--- src/rtl/alu_issue_stage.sv ---
// alu_issue_stage
// Issue/writeback stage wrapped around an external 16-bit combinational ALU.
// Decodes an instruction, reads its operands from an internal register file
// (with single-level forwarding from the instruction currently in EX), holds
// operands/op in EX registers for the ALU, then writes the ALU result back
// and publishes it one cycle later.
//
// Ports:
//   in_clk            clock, all state on rising edge
//   in_rst_n          asynchronous active-low reset
//   in_instr          instruction word: [15:14] op, [13:11] rd, [10:8] rs1,
//                     [7] imm, [6:4] rs2 (imm=0) or [6:0] signed immediate
//   in_instr_valid    instruction present
//   out_instr_ready   stage can accept (not stalled, not in reset)
//   in_stall          freezes EX, regfile and writeback
//   out_operand_1/2   registered ALU operands
//   out_alu_op_sel    registered ALU op (0 add, 1 sub, 2 and, 3 or)
//   in_alu_result     combinational ALU result for the EX registers
//   out_result        last written-back result
//   out_result_rd     destination register of out_result
//   out_result_valid  one-cycle pulse per written-back result
module alu_issue_stage #(
  parameter int DATA_W = 16,
  parameter int NREGS  = 8,
  parameter int IMM_W  = 7
) (
  input  logic              in_clk,
  input  logic              in_rst_n,
  input  logic [15:0]       in_instr,
  input  logic              in_instr_valid,
  output logic              out_instr_ready,
  input  logic              in_stall,
  output logic [DATA_W-1:0] out_operand_1,
  output logic [DATA_W-1:0] out_operand_2,
  output logic [1:0]        out_alu_op_sel,
  input  logic [DATA_W-1:0] in_alu_result,
  output logic [DATA_W-1:0] out_result,
  output logic [2:0]        out_result_rd,
  output logic              out_result_valid
);

  logic [DATA_W-1:0] r_regs [NREGS];

  logic [DATA_W-1:0] r_operand1;
  logic [DATA_W-1:0] r_operand2;
  logic [1:0]        r_opSel;
  logic              r_exValid;
  logic [2:0]        r_exRd;

  logic [DATA_W-1:0] r_result;
  logic [2:0]        r_resultRd;
  logic              r_resultValid;

  logic [1:0]        w_op;
  logic [2:0]        w_rd;
  logic [2:0]        w_rs1;
  logic [2:0]        w_rs2;
  logic              w_imm;
  logic [DATA_W-1:0] w_immExt;
  logic [DATA_W-1:0] w_rs1Data;
  logic [DATA_W-1:0] w_rs2Data;
  logic              w_fwd1;
  logic              w_fwd2;
  logic [DATA_W-1:0] w_opnd1;
  logic [DATA_W-1:0] w_opnd2;
  logic              w_ready;
  logic              w_accept;
  logic              w_writeback;

  assign w_op  = in_instr[15:14];
  assign w_rd  = in_instr[13:11];
  assign w_rs1 = in_instr[10:8];
  assign w_imm = in_instr[7];
  assign w_rs2 = in_instr[6:4];

  assign w_immExt = {{(DATA_W-IMM_W){in_instr[IMM_W-1]}}, in_instr[IMM_W-1:0]};

  // r0 is hardwired to zero on the read side as well as never being written
  assign w_rs1Data = (w_rs1 == 3'd0) ? '0 : r_regs[w_rs1];
  assign w_rs2Data = (w_rs2 == 3'd0) ? '0 : r_regs[w_rs2];

  // The EX instruction's result has not reached the regfile yet, so a
  // dependent instruction takes it straight from the ALU output
  assign w_fwd1 = r_exValid && (r_exRd != 3'd0) && (r_exRd == w_rs1);
  assign w_fwd2 = r_exValid && (r_exRd != 3'd0) && !w_imm && (r_exRd == w_rs2);

  assign w_opnd1 = w_fwd1 ? in_alu_result : w_rs1Data;
  assign w_opnd2 = w_imm ? w_immExt : (w_fwd2 ? in_alu_result : w_rs2Data);

  assign w_ready     = in_rst_n && !in_stall;
  assign w_accept    = in_instr_valid && w_ready;
  assign w_writeback = r_exValid && !in_stall;

  // Register file: the EX instruction writes back when the pipe moves;
  // writes aimed at r0 are dropped
  always_ff @(posedge in_clk or negedge in_rst_n) begin
    if (!in_rst_n) begin
      for (int i = 0; i < NREGS; i++) begin
        r_regs[i] <= '0;
      end
    end else if (w_writeback && (r_exRd != 3'd0)) begin
      r_regs[r_exRd] <= in_alu_result;
    end
  end

  // EX registers: operands only change on accept so the ALU inputs stay
  // quiet while idle and stay valid for forwarding while stalled
  always_ff @(posedge in_clk or negedge in_rst_n) begin
    if (!in_rst_n) begin
      r_operand1 <= '0;
      r_operand2 <= '0;
      r_opSel    <= '0;
      r_exRd     <= '0;
      r_exValid  <= 1'b0;
    end else if (!in_stall) begin
      r_exValid <= w_accept;
      if (w_accept) begin
        r_operand1 <= w_opnd1;
        r_operand2 <= w_opnd2;
        r_opSel    <= w_op;
        r_exRd     <= w_rd;
      end
    end
  end

  // Writeback publication: result/rd hold between writebacks, the valid
  // flag pulses once per retired instruction and is low during a stall
  always_ff @(posedge in_clk or negedge in_rst_n) begin
    if (!in_rst_n) begin
      r_result      <= '0;
      r_resultRd    <= '0;
      r_resultValid <= 1'b0;
    end else begin
      r_resultValid <= w_writeback;
      if (w_writeback) begin
        r_result   <= in_alu_result;
        r_resultRd <= r_exRd;
      end
    end
  end

  assign out_instr_ready  = w_ready;
  assign out_operand_1    = r_operand1;
  assign out_operand_2    = r_operand2;
  assign out_alu_op_sel   = r_opSel;
  assign out_result       = r_result;
  assign out_result_rd    = r_resultRd;
  assign out_result_valid = r_resultValid;

endmodule

--- config.mk ---
export PLATFORM = sky130hd
export DESIGN_NAME = alu_issue_stage
export DESIGN_NICKNAME = d
export VERILOG_FILES = /design/src/rtl/alu_issue_stage.sv
export SDC_FILE = /design/constraint.sdc
export NUM_CORES = 1
export LEC_CHECK = 0
export CORE_MARGIN = 10
export CORE_UTILIZATION = 55
export CTS_BUF_LIST = sky130_fd_sc_hd__clkbuf_4 sky130_fd_sc_hd__clkbuf_8
export DETAILED_ROUTE_END_ITERATION = 16
export PLACE_DENSITY = 0.77
export SKIP_CTS_REPAIR_TIMING = 1
export SLEW_MARGIN = 10
export SYNTH_ARGS = -nofsm -noshare
export SYNTH_HDL_FRONTEND = slang
export SYNTH_SLANG_ARGS = --single-unit
--- constraint.sdc ---
create_clock -name in_clk -period 2.1 [get_ports in_clk]
set_input_delay 0.63 -clock in_clk [delete_from_list [all_inputs] [get_ports in_clk]]
set_output_delay 0.63 -clock in_clk [all_outputs]
set_load 0.05 [all_outputs]
[Yosys cells after proc, flatten, opt, wreduce, memory -nomap -nowiden]
Index checks and enable logic that the tools add are counted.
Cells by class
  mux-type cells: 14
  $mul: 0
  add/subtract/negate cells: 0
  div/mod/pow operators: 0
  equal/unequal tests: 2
  magnitude comparators: 4
  reductions and logical operators: 15
  shifts and indexed selects: 0
  bitwise operators: 4
Operator list (count)
  16-bit 2-to-1 mux: 10
  128-bit bitwise mux: 1
  16-bit binary-select mux with 3-bit select: 2
  16-bit demux with 3-bit select: 1
  4-bit greater-or-equal comparator (second input constant): 3
  3-bit inverter with 4-bit output: 3
  1-bit logical AND: 9
  3-bit equality test: 2
  3-bit logical NOT: 2
  4-bit by 1-bit less-than comparator with 1-bit output (second input constant): 1
  3-bit nonzero test: 1
  1-bit logical NOT: 2
  2-bit AND reduction: 1
  1-bit inverter: 1
Word-level totals
  input port bits: 36
  register bits: 186
  output and inout port bits: 55
  memories kept: 0
  RAM bits: 0
  ROM bits: 0
  latch bits: 0

[Longest topological paths before layout]
  depth in word-level cells: 7
  depth in mapped cells: 8
  gate-level depth less buffers: 6

[Worst setup path after synthesis]
OpenSTA, ideal clock, no wires.
  path kind: input to register
  start point: in in_rst_n
  end point: reg r_operand2[10] (netlist: out_operand_2[10])
  arrival time: 2.403 ns
  setup time: 0.147 ns
  stages: 4
  slack: -0.450 ns
  path through: nor2b_1 > nand2_1 > nor3_4 > a221oi_2
On the way
  cells in the longest elaborated chain, start to end: 3
Ends and longest elaborated chain
  start, declared: RTL line 28  | input logic in_rst_n,
  1-bit logical AND: RTL line 90  | assign w_ready = in_rst_n && !in_stall;
  1-bit logical AND: RTL line 91  | assign w_accept = in_instr_valid && w_ready;
  2-bit AND reduction (no line)
  end signal, assigned: RTL line 119  | r_operand2 <= w_opnd2;
  end, declared: RTL line 45  | logic [DATA_W-1:0] r_operand2;
Every way passes these cells.
A chain may end at the register's enable or synchronous reset.

[Worst setup path in the final report]
  start point: in in_stall
  end point: out out_instr_ready
On the way
  cells in the longest elaborated chain, start to end: 2
Ends and longest elaborated chain
  start, declared: RTL line 32  | input logic in_stall,
  1-bit logical NOT
  1-bit logical AND: RTL line 90
  end, declared: RTL line 31  | output logic out_instr_ready,
Every way passes these cells.

==> out/metrics.cfg <==
[route]
avgViaCountPerCell=6.06
drtAntennaViolNets=0
route.final.wire_length_microns=24400
route.detailed.drc=0
initialDrtViolationCount=518
wl_per_cell_microns=22.6
vias=6545
dr.pass1.iters=5

[clock_network]
cts_made_buffers=17
cts_sinks=186
h-tree-depth=4
cts_tree=yes
clockBufferDepth=2
cts_root_buf=clkbuf_8
path_clk_slew_ns=0.09
worst_skew_pair.late_latency_ns=0.47

[final_layout]
drive_gt1_frac=0.356
regArea_sq_mm=0.00465
syn_to_final_growth_pct=20.3
postLayoutCoreUtil=0.678
nFillCells=1199
antenna_cells=0
fin_nets=887
design_area_sq_mm=0.0108
multi_input_area_sq_mm=0.00398

[timing]
setup_viol=0
hold_viol=0
period_share=0.983
finalMaxSlewViolations=0
tightest_slew_ns=1.11
max_slew_margin=0.259
rsz0062_at_grt=no
max_freq_mhz=484
fin_crit_ns=2.06
clock-skew-final_ns=0.0135

[critical_path]
start_kind=primary input
cp_top_family=buffers and inverters
arrival_ns=1.43
r2r_start=r_exRd[2]
reg2reg_setup_slack_ns=0.22
path_class=primary input to primary output
crit_path_end_kind=primary output
cp.buffers_inverters=2
rr_endpoint=out_operand_1[8]
cp_max_fo=3
rr_worst_depth=7
required_ns=1.47
crit_slowest_cell=clkdlybuf4s50_1
crit_path_max_incr_delay_ns=0.48
crit_start=in_stall
crit_chain=clkdlybuf4s50_1 -> nor2b_4 -> buf_12

[yosys]
ys_ff_latch=186
ys_warn_count=0
yosysTopAreaCell=dfrtp_1
async_flop_share=1.00
synth.most_common_cell=dfrtp_1
ys_top_cells_by_area=dfrtp_1 (52%), mux2_2 (10%), mux4_2 (9.5%)
syn-instance-count=742
syn_area_per_cell_sq_um=12.2
synth_top_area_frac=0.516
syn_area_sq_mm=0.00902
synth_edf_count=0
synth_cell_types=48
yosysSeqAreaShare=0.516
synth_nets=778
synth_common_cells=dfrtp_1 (186), nand2_1 (96), mux2_2 (82)
synth_ff_type=dfrtp_1

[power]
leakage_nw=5.08
p_total_mw=10.9
p_per_area_mw_per_mm2=1010
ir_drop_uv=589

[placed_design]
gp_congestion=0.835
portBuffers=90
placed_area_sq_mm=0.0105
dp_hpwl_microns=16600

[global_routing]
grt_max_degree=187
overflow=0
grt_antenna_before_repair=0
grt_pass1_vias=6907
track_usage=0.223
grt_pass1_wl_microns=38300

[floorplanning]
rows=46
pin_count=91
initial_utilization=0.563
dieArea_sq_mm=0.0219
die_h_microns=148
dieWidth_microns=148
core_area_sq_mm=0.0160

[outcome]
status=completed

[hold_path]
hold_class=primary input to async pin

[run]
drv_cap=0

[cells in the final DEF, fill, tap and decap left out, types with 4 or more instances in the layout]
cell / count
a211oi_1: 10
buf_4: 106
clkbuf_8: 17
a221oi_2: 10
mux4_2: 38
nand2_1: 96
o22ai_1: 10
nor2_1: 27
clkdlybuf4s50_1: 31
a31oi_1: 7
buf_12: 18
a22oi_1: 16
a21oi_1: 9
mux2_2: 82
o21ai_0: 71
mux2i_1: 52
inv_6: 4
dfrtp_1: 186
inv_1: 16
clkinv_4: 5
o221a_2: 6
[layout make-up]
| type | instances | share of cell area |
|---|---|---|
| multi-input cells | 469 | 0.367 |
| well taps | 216 | 0.0249 |
| flip-flops and latches | 186 | 0.429 |
| inverters | 18 | 0.00646 |
| clock buffers | 17 | 0.0216 |
| clock inverters | 15 | 0.0125 |
| repair buffers | 159 | 0.138 |
[per-stage QoR]
stage	setup slack [ns]	hold slack (ns)	instances	setup TNS, ns
4_1_cts	-0.128	0.385	1080	-1.30
3_5_place_dp	-0.634	0.363	1048	-34.13
6_report	0.0358	0.241	1080	0
5_1_grt	0.00745	0.396	1080	0
3_3_place_gp	-0.501	0.360	1048	-30.70
2_1_floorplan	0.0958	0.334	742	0
[routing by layer]
metal,global-route usage,part of all wire,vias up
met2,0.377,0.51,263
li1,-,-,2899
met5,0,0,-
met1,0.271,0.40,3339
met4,0.0847,0.025,0
met3,0.0534,0.067,44
[kinds of logic after synthesis]
logic type | after synthesis | share of synthesized area
and+or+nand+nor | 149 | 0.0754
muxes | 172 | 0.255
AOI/OAI and AO/OA | 145 | 0.107
DFF | 186 | 0.516
buffers and inverters | 87 | 0.0432
xor gates and xnor gates | 3 | 0.00291
[state kept, by name, summed over array words and instances (netlist names)]
signal            cells
out_operand_2        16
r_regs              128
out_result_rd         3
out_result_valid      1
r_exRd                3
out_operand_1        16
out_result           16
r_exValid             1
out_alu_op_sel        2
[worst max-delay path by stage]
stage                                   end  slack (ns)  cells after the start
after floorplan           out_operand_2[10]         0.1                      6
after global placement     out_operand_2[6]       -0.50                      6
after detailed placement  out_operand_2[10]       -0.63                      6
after CTS                  out_operand_2[9]       -0.13                      6
after global routing       out_operand_1[8]       0.007                      7
final                       out_instr_ready        0.04                      3
[report_power, final]
part / internal [mW] / switching (mW)
sequential: 4.47 / 0.675
clock: 0.865 / 1.41
combinational: 1.57 / 1.94
total: 6.90 / 4.03
Power figures use the tool's default switching activity.
